--- src/rtl/piso_serializer_pkg.sv ---
// piso_pkg: shared state type and sizing helper for the PISO serializer.
// Imported by piso_serializer.
package piso_pkg;

   typedef enum logic {
      IDLE  = 1'b0,
      SHIFT = 1'b1
   } piso_state_t;

   // Width of the bit counter for a WDT-bit word. It never drops below 1 bit.
   function automatic int piso_cnt_width(input int wdt);
      return (wdt <= 2) ? 1 : $clog2(wdt);
   endfunction

endpackage

--- src/rtl/piso_serializer_if.sv ---
// piso_serializer_if: word-side handshake plus serial-side outputs of the
// PISO serializer.
// master = producer/observer side, slave = serializer side.
interface piso_serializer_if #(
   parameter int WDT = 8
);
   logic           par_valid;
   logic [WDT-1:0] par_data;
   logic           par_ready;
   logic           ser_out;
   logic           ser_valid;
   logic           ser_last;
   logic           busy;

   modport master (
      output par_valid, par_data,
      input  par_ready, ser_out, ser_valid, ser_last, busy
   );

   modport slave (
      input  par_valid, par_data,
      output par_ready, ser_out, ser_valid, ser_last, busy
   );
endinterface

--- src/rtl/piso_serializer_dff.sv ---
// d_flip_flop: WIDTH-bit enabled register with asynchronous active-low reset.
// Used as the one-word hold register of the serializer.
module d_flip_flop #(
   parameter int               WIDTH   = 8,
   parameter logic [WIDTH-1:0] RST_VAL = '0
) (
   input  logic             clk,
   input  logic             rst_n,
   input  logic             en,
   input  logic [WIDTH-1:0] d,
   output logic [WIDTH-1:0] q
);

   // Capture d when enabled. Reset returns the register to RST_VAL.
   always_ff @(posedge clk or negedge rst_n) begin
      if (!rst_n) begin
         q <= RST_VAL;
      end else if (en) begin
         q <= d;
      end
   end

endmodule

--- src/rtl/piso_serializer.sv ---
// piso_serializer: parallel-in, serial-out transmitter.
// Accepts a WDT-bit word on a valid/ready handshake.
// Shifts the word out one bit per clock and marks each bit with ser_valid.
// ser_last flags the final bit of the word.
// Optional feature macro: PISO_SERIALIZER_HOLD_EN. When defined, it adds a
// one-word hold register so that consecutive words go out with no gap.
module piso_serializer
   import piso_pkg::*;
#(
   parameter int   WDT       = 8,
   parameter logic IDLE_VAL  = 1'b0,
   parameter logic MSB_FIRST = 1'b1
) (
   input  logic               clk,
   input  logic               rst_n,
   piso_serializer_if.slave   bus
);

   localparam int             CW       = piso_cnt_width(WDT);
   localparam logic [CW-1:0]  LAST_CNT = CW'(WDT - 1);
   localparam logic [0:0]     ST_IDLE  = 1'(IDLE);
   localparam logic [0:0]     ST_SHIFT = 1'(SHIFT);

   logic [0:0]     state_reg, state_next;
   logic [CW-1:0]  bit_cnt_reg, bit_cnt_next;
   logic [WDT-1:0] shift_reg, shift_next;

   logic           in_shift;
   logic           last_bit;
   logic           accept;
   logic           head_bit;
   logic [WDT-1:0] shifted;
   logic           hold_full;
   logic [WDT-1:0] hold_data;

   assign in_shift = (state_reg == ST_SHIFT);
   assign last_bit = in_shift && (bit_cnt_reg == LAST_CNT);
   assign accept   = bus.par_valid && bus.par_ready;

   // The head of the word always sits at the end nearest to ser_out.
   // Filler shifted in from the other end never reaches the head within
   // one word.
   assign head_bit = MSB_FIRST ? shift_reg[WDT-1] : shift_reg[0];
   assign shifted  = MSB_FIRST ? (shift_reg << 1) : (shift_reg >> 1);

`ifdef PISO_SERIALIZER_HOLD_EN
   logic hold_full_reg, hold_full_next;
   logic hold_load;

   // A word offered mid-word (not on the last bit) is parked in the hold
   // register.
   assign hold_load     = accept && in_shift && !last_bit;
   assign bus.par_ready = !hold_full_reg;
   assign hold_full     = hold_full_reg;

   // Set the hold flag when a word is parked. Clear it when that word moves
   // into the shifter.
   always_comb begin
      hold_full_next = hold_full_reg;
      if (hold_load) begin
         hold_full_next = 1'b1;
      end else if (last_bit && hold_full_reg) begin
         hold_full_next = 1'b0;
      end
   end

   // Register the hold flag.
   always_ff @(posedge clk or negedge rst_n) begin
      if (!rst_n) begin
         hold_full_reg <= 1'b0;
      end else begin
         hold_full_reg <= hold_full_next;
      end
   end

   d_flip_flop #(
      .WIDTH   (WDT),
      .RST_VAL ({WDT{1'b0}})
   ) u_hold (
      .clk   (clk),
      .rst_n (rst_n),
      .en    (hold_load),
      .d     (bus.par_data),
      .q     (hold_data)
   );
`else
   // Without the hold register, a new word is taken only from IDLE.
   assign bus.par_ready = !in_shift;
   assign hold_full     = 1'b0;
   assign hold_data     = '0;
`endif

   // Next-state logic: load on accept, shift each SHIFT cycle, and chain or
   // return to IDLE after the last bit.
   always_comb begin
      state_next   = state_reg;
      bit_cnt_next = bit_cnt_reg;
      shift_next   = shift_reg;
      case (state_reg)
         ST_IDLE: begin
            if (accept) begin
               shift_next   = bus.par_data;
               bit_cnt_next = '0;
               state_next   = ST_SHIFT;
            end
         end
         default: begin
            if (!last_bit) begin
               shift_next   = shifted;
               bit_cnt_next = bit_cnt_reg + CW'(1);
            end else if (hold_full) begin
               shift_next   = hold_data;
               bit_cnt_next = '0;
            end else if (accept) begin
               shift_next   = bus.par_data;
               bit_cnt_next = '0;
            end else begin
               bit_cnt_next = '0;
               state_next   = ST_IDLE;
            end
         end
      endcase
   end

   // State registers. Reset discards any partial word.
   always_ff @(posedge clk or negedge rst_n) begin
      if (!rst_n) begin
         state_reg   <= ST_IDLE;
         bit_cnt_reg <= '0;
         shift_reg   <= '0;
      end else begin
         state_reg   <= state_next;
         bit_cnt_reg <= bit_cnt_next;
         shift_reg   <= shift_next;
      end
   end

   // All outputs decode registered state only, so there is no path from
   // par_valid or par_data.
   assign bus.ser_valid = in_shift;
   assign bus.ser_out   = in_shift ? head_bit : IDLE_VAL;
   assign bus.ser_last  = last_bit;
   assign bus.busy      = in_shift || hold_full;

endmodule

--- src/flat_wrapper.sv ---
// flat-port wrapper written by rule: the top's interface ports become plain ports
module piso_serializer_flat import piso_pkg::*;
#(
   parameter int   WDT       = 8,
   parameter logic IDLE_VAL  = 1'b0,
   parameter logic MSB_FIRST = 1'b1
)
  (clk, rst_n, bus_par_valid, bus_par_data, bus_par_ready, bus_ser_out, bus_ser_valid, bus_ser_last, bus_busy);
  piso_serializer_if #(.WDT(WDT)) bus_i ();
  input  logic clk;
  input  logic rst_n;
  input wire logic [$bits(bus_i.par_valid)-1:0] bus_par_valid;
  input wire logic [$bits(bus_i.par_data)-1:0] bus_par_data;
  output wire logic [$bits(bus_i.par_ready)-1:0] bus_par_ready;
  output wire logic [$bits(bus_i.ser_out)-1:0] bus_ser_out;
  output wire logic [$bits(bus_i.ser_valid)-1:0] bus_ser_valid;
  output wire logic [$bits(bus_i.ser_last)-1:0] bus_ser_last;
  output wire logic [$bits(bus_i.busy)-1:0] bus_busy;
  assign bus_i.par_valid = bus_par_valid;
  assign bus_i.par_data = bus_par_data;
  assign bus_par_ready = bus_i.par_ready;
  assign bus_ser_out = bus_i.ser_out;
  assign bus_ser_valid = bus_i.ser_valid;
  assign bus_ser_last = bus_i.ser_last;
  assign bus_busy = bus_i.busy;
  piso_serializer #(.WDT(WDT), .IDLE_VAL(IDLE_VAL), .MSB_FIRST(MSB_FIRST)) u_core (.clk(clk), .rst_n(rst_n), .bus(bus_i));
endmodule
--- config.mk ---
export PLATFORM = sky130hd
export DESIGN_NAME = piso_serializer_flat
export DESIGN_NICKNAME = d
export VERILOG_FILES = /design/src/rtl/piso_serializer_pkg.sv /design/src/rtl/piso_serializer_if.sv /design/src/rtl/piso_serializer_dff.sv /design/src/rtl/piso_serializer.sv /design/src/flat_wrapper.sv
export SDC_FILE = /design/constraint.sdc
export NUM_CORES = 1
export LEC_CHECK = 0
export CAP_MARGIN = 0
export CORE_MARGIN = 3
export CORE_UTILIZATION = 47
export CTS_CLUSTER_DIAMETER = 30
export DETAILED_ROUTE_END_ITERATION = 7
export GPL_TIMING_DRIVEN = 0
export PLACE_DENSITY = 0.79
export SYNTH_ARGS = -nofsm -noshare
export SYNTH_HDL_FRONTEND = slang
export SYNTH_SLANG_ARGS = --single-unit
--- constraint.sdc ---
create_clock -name clk -period 1.5 [get_ports clk]
set_input_delay 0.3 -clock clk [delete_from_list [all_inputs] [get_ports clk]]
set_output_delay 0.3 -clock clk [all_outputs]
set_load 0.005 [all_outputs]
Word level (Yosys, flattened, before mapping)
Index checks and enable logic that the tools add are counted.

storage, ports and cells
  register bits = 12
  input bits = 11
  output and inout port bits = 5
  word-level logic and storage cells = 19

cells by class
  add/subtract/negate cells = 1
  equality and inequality tests = 1
  muxes and demuxes = 10
  reduce and logical (&&, ||, !) cells = 4

operator list
  cell                                          number
  two-way mux 8 bit                             3
  two-way mux 3 bit                             3
  two-way mux 1 bit                             4
  adder 3 x 1 -> 3 bit (second input constant)  1
  equality test 3 bit (second input constant)   1
  logical AND 1 bit                             2
  nonzero test 2 bit                            1
  zero test 1 bit                               1

Depth between registers and ports, before layout
Gate-level depths: netlist of the first run.

  depth after elaboration = 5
  mapped depth = 5
  gate-level depth less buffers = 4

Least setup slack after synthesis of the first run
Ideal clock, no wire load.

  path type = flip-flop to output port
  start point = register u_core.bit_cnt_reg[0]
  end point = output port bus_ser_last
  arrival = 1068 ps
  slack = 132 ps
  stages on the path, launching flop included = 5
  buffers on the path = 1
  cells stage by stage = dfrtp_1 ha_1 ha_1 buf_4 and2_1

between the ends
  cells in the longest elaborated chain, start to end = 2

RTL lines
  what                    line                    text
  from (decl)             piso_serializer.sv:25   logic [CW-1:0] bit_cnt_reg, bit_cnt_next;
  from (signal assigned)  piso_serializer.sv:133  bit_cnt_reg <= bit_cnt_next;
  equality test 3 bit     piso_serializer.sv:37   assign last_bit = in_shift && (bit_cnt_reg == LAST_CNT);
  logical AND 1 bit       piso_serializer.sv:37
  to (decl)               flat_wrapper.sv:17      output wire logic [$bits(bus_i.ser_last)-1:0] bus_ser_last;

Every way passes these cells.

Worst setup path after layout of the first run
Ends and elaborated chain as after synthesis.

==> impl_metrics.env, run 1 <==
export IMPL_synth_seq_area_share_pct=45.1
export IMPL_synth_largest_area_cell="dfrtp_1"
export IMPL_first_iter_violations=1
export IMPL_cts_buffer_depth=2
export IMPL_place_gp_congestion=0.666
export IMPL_max_stage_delay_ns=0.39
export IMPL_synthTopCellsByArea="dfrtp_1 (45%), mux2i_1 (33%), ha_1 (3.8%)"
export IMPL_fmax_ghz=0.642
export IMPL_drive_above_1_share_pct=28.4
export IMPL_htreeDepth=1
export IMPL_skew_ns=0.00183
export IMPL_syn_num_nets=64
export IMPL_postSynth_asyncResetShare_pct=100
export IMPL_slew_viol_final=0
export IMPL_drtPass1Iterations=2
export IMPL_antenna_cells=0
export IMPL_yosys_top_cells_count="mux2i_1 (22), dfrtp_1 (12), buf_4 (3)"
export IMPL_cap_violations=0
export IMPL_min_period_over_period_pct=104
export IMPL_cts_made_buffers=3
export IMPL_clk_pin_slew_worst_paths_ns=0.07
export IMPL_grt_pass1_wl_mm=2.08
export IMPL_stdcell_area_um2=920
export IMPL_overflow=0
export IMPL_rsz0062_at_grt="true"
export IMPL_synth_top_area_share_pct=45.1
export IMPL_dieWidth_um=43.6
export IMPL_std_cell_rows=12
export IMPL_synth_most_common_cell="mux2i_1"
export IMPL_cts_hold_buf=0
export IMPL_rr_startpoint="u_core.bit_cnt_reg[0]"
export IMPL_synth_cells=51
export IMPL_io_buffer_count=15
export IMPL_wire_per_inst_um=13.6
export IMPL_r2r_slack_ns=0.17
export IMPL_die_h_um=43.6
export IMPL_crit_arrival_ns=1.26
export IMPL_antenna_found_initial=0
export IMPL_synth_edf_count=0
export IMPL_grt_usage_pct=14.9
export IMPL_utilization_pct=75.6
export IMPL_cp_slowest_cell="dfrtp_1"
export IMPL_hold_viol_final=0
export IMPL_die_area_um2=1900
export IMPL_ys_dominant_reg_cell="dfrtp_1"
export IMPL_critPathKind="reg2out"
export IMPL_synth_cell_types=14
export IMPL_vias=460
export IMPL_grt_max_degree=13
export IMPL_critPathMaxFanout=2
export IMPL_yosysWarnings=0
export IMPL_avgViaCountPerCell=5.23
export IMPL_nNetsFinal=88
export IMPL_postRouteAntennaNets=0
export IMPL_crit_chain="ha_2 -> ha_4 -> and2_4 -> buf_6"
export IMPL_setup_viol=1
export IMPL_syn_to_final_growth_pct=38.2
export IMPL_start_kind="flop"
export IMPL_routed_wirelength_mm=1.20
export IMPL_regToRegEndpoint="u_core.bit_cnt_reg[1]"
export IMPL_p_leak_nw=0.444
export IMPL_core_area_um2=1220
export IMPL_hpwl_um=826
export IMPL_setup_ws_ns=-0.0585
export IMPL_cts_sinks=12
export IMPL_start_util_pct=54.7
export IMPL_post_route_drc_count=0
export IMPL_hp_class="in2async"
export IMPL_synth_area_per_cell_um2=13.1
export IMPL_clockRootBuffer="clkbuf_4"
export IMPL_grt_pass1_vias=460
export IMPL_worstSkewPairLatency_ns=0.27
export IMPL_netlist_area_um2=666
export IMPL_tightest_slew_ns=0.516
export IMPL_worstSetupEndpointType="primary output"
export IMPL_rr_worst_depth=5
export IMPL_ios=16
export IMPL_cts_tree="done"
export IMPL_peakVddDrop_uv=1030
export IMPL_violations="setup timing"
export IMPL_place_area_um2=833
export IMPL_cp_data_required_time_ns=1.20
export IMPL_max_slew_margin_pct=65.5
export IMPL_synth_seq_cells=12
export IMPL_powerDensity_nw_per_um2=1770
export IMPL_min_period_ns=1.56
export IMPL_status="finished, violations left"
export IMPL_largest_reg_flops=8
-- kinds of logic (layout without fill, tap and decap cells) --
family | after synthesis | count (layout) | synth area share, %
simple gates | 5 | 5 | 5.07
mux | 22 | 22 | 33.1
fa+ha+maj | 2 | 2 | 3.76
flops | 12 | 12 | 45.1
compound gates | 5 | 5 | 6.96
buf+inv | 5 | 28 | 6.02
-- layer usage --
layer	vias to the layer above	GRT usage [%]	share of wire [%]
li1	230	-	-
met1	216	19.7	46
met2	12	23.5	47
met3	2	3.73	4.8
met4	0	5.42	1.4
met5	-	0	0
-- where the power goes --
group	total, mW	internal [mW]	switching [mW]
logic	0.802	0.486	0.317
clock network	0.253	0.147	0.105
registers	0.577	0.471	0.106
-- per-stage QoR --
stage	power (mW)	worst slack [ns]	instances	TNS (ns)	hold WS [ns]
2_1_floorplan	1.04	0.132	51	0	0.00441
3_3_place_gp	1.26	-0.351	80	-0.409	0.473
3_5_place_dp	1.29	-0.352	80	-0.409	0.478
4_1_cts	1.63	-0.165	89	-0.165	0.387
5_1_grt	1.76	-0.112	88	-0.112	0.394
6_report	1.63	-0.0585	88	-0.0585	0.369
-- layout make-up --
class,count,area [um^2]
Inverter,1,6.26
Clock buffer,4,36.3
Sequential cell,12,302
Buffer,3,30.0
Multi-Input combinational cell,34,343
Timing Repair Buffer,20,185
Fill cell,87,297
Tap cell,14,17.5
-- worst max-delay path: cells and delay by family (launching register included) --
kind | cells | cell delay (ns)
flip-flops | 1 | 0.39
AND/OR/NAND/NOR | 1 | 0.14
adder cells (fa/ha/maj) | 2 | 0.36
buffers and inverters | 1 | 0.11
-- repair_timing --
item	CTS	global route
resized for setup	16	4
buffers inserted	5	0
pin swaps	1	2
setup endpoints to repair	5	3
-- how the worst max path moves through the flow --
stage	start	endpoint	slack, ns
finish	u_core.bit_cnt_reg[0]	bus_ser_last	-0.06
global route	u_core.bit_cnt_reg[0]	bus_ser_last	-0.11
CTS	u_core.bit_cnt_reg[1]	bus_ser_last	-0.16
detailed placement	u_core.bit_cnt_reg[0]	bus_ser_last	-0.35
global placement	u_core.bit_cnt_reg[0]	bus_ser_last	-0.35
floorplan	u_core.bit_cnt_reg[0]	bus_ser_last	0.13
-- cells in the final DEF (no fill, tap or decap), drive strengths merged --
cell type	instances
buf	9
ha	2
a21o	1
o2bb2ai	1
mux2i	22
or3b	1
a22o	2
nor2b	1
nor2	1
dlygate4sd2	2
dfrtp	12
inv	1
and2	2
clkdlybuf4s15	1
clkdlybuf4s50	10
o31ai	1
clkbuf	5
Power figures use the tool's default switching activity.
==> run 2, diff against run 1 <==
--- a/config.mk
+++ b/config.mk
@@ -5,7 +5,7 @@
 export SDC_FILE = /design/constraint.sdc
 export NUM_CORES = 1
 export LEC_CHECK = 0
-export CAP_MARGIN = 0
+export CAP_MARGIN = 20
 export CORE_MARGIN = 3
 export CORE_UTILIZATION = 47
 export CTS_CLUSTER_DIAMETER = 30
==> results of run 2 <==
Same layout as run 1: the final DEF is identical, and so are final timing and power.
